--- src/rtl/bcd_stopwatch_counter.sv ---
// Purpose : cascaded BCD mm..m:ss stopwatch counter with up/down, preset load, lap freeze, ovf/done flags.
// Latency : count/flags update on the edge that samples a tick, load or CLEAR; disp/enable are combinational from registers/state.
// Backpressure: none; every tick, load, lap and CLEAR is acted on in the cycle it is presented.
// Ports:
//   clk, nrst            clock, asynchronous active-low reset
//   state[2:0]           one-hot control state: IDLE=100, CLEAR=010, RUNNING=001
//   sec_pulse, dir       one-second tick strobe; 0=count up, 1=count down
//   load, load_val       preset strobe (IDLE only) and BCD preset {min MS-first, sec_tens, sec_ones}
//   lap                  toggles the display freeze
//   disp, lap_active     displayed BCD value, freeze indicator
//   enable, ovf, done    display enable (0 in CLEAR), sticky up-overflow, sticky down-reached-zero
module bcd_stopwatch_counter #(
  parameter int MIN_DIGITS = 2,
  parameter bit WRAP       = 1'b1
) (
  input  logic                        clk,
  input  logic                        nrst,
  input  logic [2:0]                  state,
  input  logic                        sec_pulse,
  input  logic                        dir,
  input  logic                        load,
  input  logic [4*(MIN_DIGITS+2)-1:0] load_val,
  input  logic                        lap,
  output logic [4*(MIN_DIGITS+2)-1:0] disp,
  output logic                        lap_active,
  output logic                        enable,
  output logic                        ovf,
  output logic                        done
);

  localparam int N = MIN_DIGITS + 2;
  localparam int W = 4 * N;

  localparam logic [2:0] ST_IDLE    = 3'b100;
  localparam logic [2:0] ST_CLEAR   = 3'b010;
  localparam logic [2:0] ST_RUNNING = 3'b001;

  logic [W-1:0] r_count;
  logic [W-1:0] r_snap;
  logic         r_lap_active;
  logic         r_ovf;
  logic         r_done;

  logic [W-1:0] w_up;
  logic [W-1:0] w_dn;
  logic [W-1:0] w_load_san;
  logic [N-1:0] w_at_max;
  logic [N-1:0] w_at_zero;
  logic         w_is_max;
  logic         w_is_zero;
  logic         w_tick;
  logic         w_clear;
  logic         w_load;

  assign w_clear = (state == ST_CLEAR);
  assign w_load  = (state == ST_IDLE) && load;
  assign w_tick  = (state == ST_RUNNING) && sec_pulse;

  // Per-digit increment/decrement. A digit steps only when every lower
  // digit is at its rollover value (max for up, zero for down), so the
  // carry/borrow enable is an AND over the lower digits' flags.
  genvar gi;
  generate
    for (gi = 0; gi < N; gi++) begin : g_digit
      // Digit 1 is sec_tens (0-5); all others are decimal (0-9).
      localparam logic [3:0] LIM = (gi == 1) ? 4'd5 : 4'd9;
      logic [3:0] w_d;
      logic [3:0] w_ld;
      logic       w_cin;
      logic       w_bin;

      assign w_d  = r_count[4*gi +: 4];
      assign w_ld = load_val[4*gi +: 4];
      assign w_at_max[gi]  = (w_d == LIM);
      assign w_at_zero[gi] = (w_d == 4'd0);

      if (gi == 0) begin : g_lsb
        assign w_cin = 1'b1;
        assign w_bin = 1'b1;
      end else begin : g_upper
        assign w_cin = &w_at_max[gi-1:0];
        assign w_bin = &w_at_zero[gi-1:0];
      end

      assign w_up[4*gi +: 4] = !w_cin ? w_d : ((w_d == LIM) ? 4'd0 : w_d + 4'd1);
      assign w_dn[4*gi +: 4] = !w_bin ? w_d : ((w_d == 4'd0) ? LIM : w_d - 4'd1);
      // Out-of-range preset digits clamp to the digit's maximum.
      assign w_load_san[4*gi +: 4] = (w_ld > LIM) ? LIM : w_ld;
    end
  endgenerate

  assign w_is_max  = &w_at_max;
  assign w_is_zero = &w_at_zero;

  always_ff @(posedge clk or negedge nrst) begin
    if (!nrst) begin
      r_count      <= '0;
      r_snap       <= '0;
      r_lap_active <= 1'b0;
      r_ovf        <= 1'b0;
      r_done       <= 1'b0;
    end else if (w_clear) begin
      r_count      <= '0;
      r_snap       <= '0;
      r_lap_active <= 1'b0;
      r_ovf        <= 1'b0;
      r_done       <= 1'b0;
    end else begin
      // Snapshot takes the pre-update count, so a coincident tick or load
      // is not visible in the frozen display.
      if (lap) begin
        r_lap_active <= !r_lap_active;
        if (!r_lap_active) begin
          r_snap <= r_count;
        end
      end

      if (w_load) begin
        r_count <= w_load_san;
        r_ovf   <= 1'b0;
        r_done  <= 1'b0;
      end else if (w_tick) begin
        if (!dir) begin
          if (w_is_max) begin
            r_ovf <= 1'b1;
            // w_up is all zeros at max, which is the wrap result.
            if (WRAP) begin
              r_count <= w_up;
            end
          end else begin
            r_count <= w_up;
          end
        end else begin
          // At zero the count holds: no borrow wrap to max.
          if (!w_is_zero) begin
            r_count <= w_dn;
          end
          if (w_is_zero || (w_dn == '0)) begin
            r_done <= 1'b1;
          end
        end
      end
    end
  end

  assign disp       = r_lap_active ? r_snap : r_count;
  assign lap_active = r_lap_active;
  assign enable     = !w_clear;
  assign ovf        = r_ovf;
  assign done       = r_done;

endmodule

--- config.mk ---
export PLATFORM = sky130hd
export DESIGN_NAME = bcd_stopwatch_counter
export DESIGN_NICKNAME = d
export VERILOG_FILES = /design/src/rtl/bcd_stopwatch_counter.sv
export SDC_FILE = /design/constraint.sdc
export NUM_CORES = 1
export LEC_CHECK = 0
export BUFFER_PORTS_ARGS = -buffer_cell sky130_fd_sc_hd__buf_2
export CAP_MARGIN = 20
export CORE_MARGIN = 1
export CORE_UTILIZATION = 40
export CTS_BUF_LIST = sky130_fd_sc_hd__clkbuf_8
export CTS_CLUSTER_SIZE = 14
export DETAILED_ROUTE_END_ITERATION = 6
export PLACE_DENSITY_LB_ADDON = 0.08
export SLEW_MARGIN = 20
export SYNTH_ARGS = -nofsm -noshare
export SYNTH_HDL_FRONTEND = slang
export SYNTH_SLANG_ARGS = --single-unit
--- constraint.sdc ---
create_clock -name clk -period 2.69 [get_ports clk]
set_input_delay 0.807 -clock clk [delete_from_list [all_inputs] [get_ports clk]]
set_output_delay 0.807 -clock clk [all_outputs]
set_load 0.03 [all_outputs]
==> impl_results.rst <==
.. list-table::
   :header-rows: 1

   * - Metric
     - Value
   * - Maximum Capacitance Violations
     - 0
   * - Initial antenna violation count
     - 0
   * - Worst reg2reg path depth
     - 7
   * - Endpoints failing setup
     - 0
   * - Result of the run
     - finished, final reports clean
   * - Most common flop cell mapped by yosys
     - dfrtp_1
   * - Fraction of the yosys area taken by sequential cells
     - 0.290
   * - Number of diodes
     - 0
   * - Area growth from synthesis to final layout
     - 22.3%
   * - Total wire length after detailed routing
     - 9720 um
   * - Top Ports
     - 45
   * - Count of H-tree levels built during CTS
     - 2
   * - Combinational cell fraction of total power
     - 0.598
   * - Worst hold slack
     - 0.525 ns
   * - Hold violation total from the final report
     - 0
   * - Unrepaired setup endpoints after global routing
     - no
   * - Post-layout net count
     - 482
   * - Share of flip-flops with an asynchronous set or reset
     - 1.00
   * - Number of different library cells in the post-synthesis netlist
     - 65
   * - Number of stages on the worst hold path
     - 2
   * - Reg-to-reg critical path endpoint
     - r_count[12]
   * - Synth Cell Area
     - 3020 um2
   * - YS warnings
     - 0
   * - Maximum VDD drop
     - 449 uV
   * - Filler Cell Count
     - 746
   * - Pin count of the biggest net entering global routing
     - 36
   * - Cts hold-fix bufs
     - 0
   * - Setup_tns
     - 0 ns
   * - Total half-perimeter wirelength after legalization and detailed placement
     - 7050 um
   * - Total number of vias
     - 3145
   * - Routed vias/inst
     - 5.78
   * - Master cell of the clock root buffer
     - clkbuf_8
   * - Overall Global Routing Usage
     - 0.261
   * - Die area
     - 7910 um2
   * - Startpoint of the tightest hold check path
     - r_snap[7]
   * - GR Overflow Total
     - 0
   * - Effective utilization at floorplan
     - 0.414
   * - Hold EP
     - r_snap[7]
   * - Post-cts repair resize count
     - 0
   * - Clock skew
     - 0.00674 ns
   * - Standard-cell rows
     - 31
   * - Vias in the first global route
     - 2952
   * - Power density of the placed cells
     - 1000 nW/um2
   * - Count of nets left with antenna violations after detail routing
     - 0
   * - Sink count of the clock tree
     - 35
   * - Synthesized area divided by synthesized cell count
     - 7.89 um2
   * - Number of buffers added for setup after CTS
     - 0
   * - Wire length per cell after detailed routing
     - 17.9 um
   * - Slew at the pin closest to its max-slew limit
     - 0.872 ns
   * - F_max
     - 0.407 GHz
   * - Cts bufs inserted
     - 5
   * - Critical path class
     - reg -> out
   * - Synthesized instance count
     - 383
   * - Register bit total from synthesis
     - 35
   * - Wire length of the first global-routing pass
     - 15400 um
   * - First-pass iteration count of the detailed router
     - 5
   * - Core Footprint
     - 7290 um2
   * - Category of the worst setup path launch point
     - register
   * - Internal reg-to-reg setup slack
     - 0.28 ns
   * - Part of the cycle the worst path needs
     - 0.913
   * - Static Leakage
     - 0.00163 uW
   * - Count of unresolved DRC violations after routing
     - 0
   * - Vertical extent of the die
     - 88.9 um
   * - Clock edge transition at the registers on the reported setup and hold paths
     - 0.07 ns
   * - P_int
     - 1980 uW
   * - Slew Limit Headroom
     - 0.419
   * - Class of the most critical hold timing path
     - reg -> reg
   * - CTS tree
     - done
   * - Number of enable-type register cells in the synthesized netlist
     - 0
   * - Clock Power Share
     - 0.157
   * - Width of the die
     - 88.9 um
   * - Slew Limit Fails
     - 0
   * - Net switching fraction of the power
     - 0.465
   * - Worst EP required
     - 1.88 ns
   * - Net count of the mapped netlist
     - 421
   * - Share of post-route cells with drive strength above 1
     - 0.240
   * - CP endpoint kind
     - output pin
   * - Maximum clock insertion buffer count
     - 2
   * - Routability congestion estimate
     - 0.906
   * - DRT iter0 DRCs
     - 216
   * - Clock Latency Late Sink
     - 0.30 ns
   * - Shortest clock period the worst path allows after layout
     - 2.46 ns
   * - Register share of total power
     - 0.245
   * - RR Startpoint
     - r_count[13]
   * - Count of input and output buffers
     - 44
   * - Power dissipated by switching net loads
     - 1720 uW
   * - Critical-path maximum fanout
     - 20
   * - Critical Path AT
     - 1.65 ns
-- state kept, by name, summed over array words and instances (netlist names) --
| register | cells |
|---|---|
| r_count | 16 |
| r_snap | 16 |
| done | 1 |
| lap_active | 1 |
| ovf | 1 |
-- through the flow --
| step | instance area (um2) | setup slack, ns | util | total power (uW) | cells |
|---|---|---|---|---|---|
| 2_1_floorplan | 3020 | 0.227 | - | 2310 | 383 |
| 3_3_place_gp | 3560 | 0.0509 | 0.488 | 3100 | 536 |
| 3_5_place_dp | 3560 | -0.000402 | 0.488 | 3090 | 536 |
| 4_1_cts | 3690 | 0.128 | 0.506 | 3700 | 544 |
| 5_1_grt | 3690 | 0.0486 | 0.507 | 3980 | 544 |
| 6_report | 3690 | 0.233 | 0.507 | 3710 | 544 |
-- cell families after synthesis --
kind of cell / after synthesis / share of synthesized area
buffers and inverters: 48 / 0.0638
xor gates and xnor gates: 3 / 0.00870
muxes: 18 / 0.0634
and+or+nand+nor: 150 / 0.268
DFF: 35 / 0.290
adders and majority gates: 13 / 0.0538
AOI/OAI and AO/OA: 116 / 0.252
-- worst max-delay path by stage --
stage / from / to / slack, ns / cells after the start
CTS: r_count[0] / r_count[12] / 0.13 / 7
finish: lap_active / disp[15] / 0.23 / 3
global placement: state[1] / r_count[12] / 0.05 / 7
floorplan: lap_active / disp[10] / 0.23 / 3
global route: r_count[0] / r_count[12] / 0.05 / 7
detailed placement: state[0] / r_count[12] / -0.0004 / 6
-- worst max-delay path, cell delays in order, from the launching register on --
cell	delay, ns
dfrtp_1	0.54
buf_12	0.23
o21ai_0	0.31
buf_2	0.27
-- cell usage in the layout (no fill, tap or decap), types with 3 or more instances in the layout --
master | Yosys | final
a211oi_1 | 7 | 7
a21boi_0 | 4 | 4
a21oi_1 | 33 | 33
a311oi_1 | 3 | 3
a31oi_1 | 3 | 3
and3_1 | 5 | 5
buf_2 | 8 | 44
buf_4 | 0 | 39
clkbuf_8 | 0 | 5
dfrtp_1 | 35 | 35
ha_1 | 13 | 13
inv_1 | 17 | 18
mux2_1 | 4 | 4
mux2_2 | 5 | 5
mux2i_1 | 9 | 9
nand2_1 | 60 | 60
nand2b_1 | 3 | 3
nand3_1 | 10 | 10
nand3b_1 | 5 | 5
nand4_1 | 3 | 3
nor2_1 | 23 | 23
nor2b_1 | 5 | 5
nor3_1 | 7 | 7
nor3b_1 | 4 | 4
o211ai_1 | 3 | 3
o21ai_0 | 23 | 23
o21ai_1 | 3 | 3
o31ai_1 | 5 | 5
o41ai_1 | 6 | 6
or3_1 | 4 | 4
or3b_1 | 3 | 3
-- per-layer routing --
metal	wire length [um]	GRT usage	part of all wire
met3	688	0.0526	0.071
met4	238	0.103	0.024
met2	4270	0.387	0.44
met5	0	0	0
met1	4530	0.373	0.47
-- cell type report --
class,instances,area (um2),share of cell area
clock buffer,5,68.8,0.0186
multi-input combinational,300,1960,0.530
clock inverter,3,63.8,0.0173
timing repair buffer,84,533,0.144
tap,99,124,0.0335
sequential,35,876,0.237
inverter,18,70.1,0.0190
-- synthesized netlist by cell type (3+ instances only) --
cell,instances,share of area
nand2_1,60,0.075
dfrtp_1,35,0.29
a21oi_1,33,0.055
nor2_1,23,0.029
o21ai_0,23,0.038
clkbuf_1,21,0.026
inv_1,17,0.021
ha_1,13,0.054
nand3_1,10,0.017
mux2i_1,9,0.030
buf_2,8,0.013
a211oi_1,7,0.017
nor3_1,7,0.012
o41ai_1,6,0.017
and3_1,5,0.010
mux2_2,5,0.019
nand3b_1,5,0.012
nor2b_1,5,0.010
o31ai_1,5,0.012
a21boi_0,4,0.0099
mux2_1,4,0.015
nor3b_1,4,0.0099
or3_1,4,0.0083
a311oi_1,3,0.0087
a31oi_1,3,0.0062
nand2b_1,3,0.0062
nand4_1,3,0.0062
o211ai_1,3,0.0075
o21ai_1,3,0.0050
or3b_1,3,0.0087
-- power by group through the flow --
stage                     combinational (uW)  clock [uW]  sequential, uW
after floorplan                         1470           0             844
after global placement                  2190           0             908
after detailed placement                2180           0             909
after CTS                               2200         596             902
after global routing                    2430         614             936
final                                   2220         584             907
No activity file was read; power rests on OpenSTA's default activity.
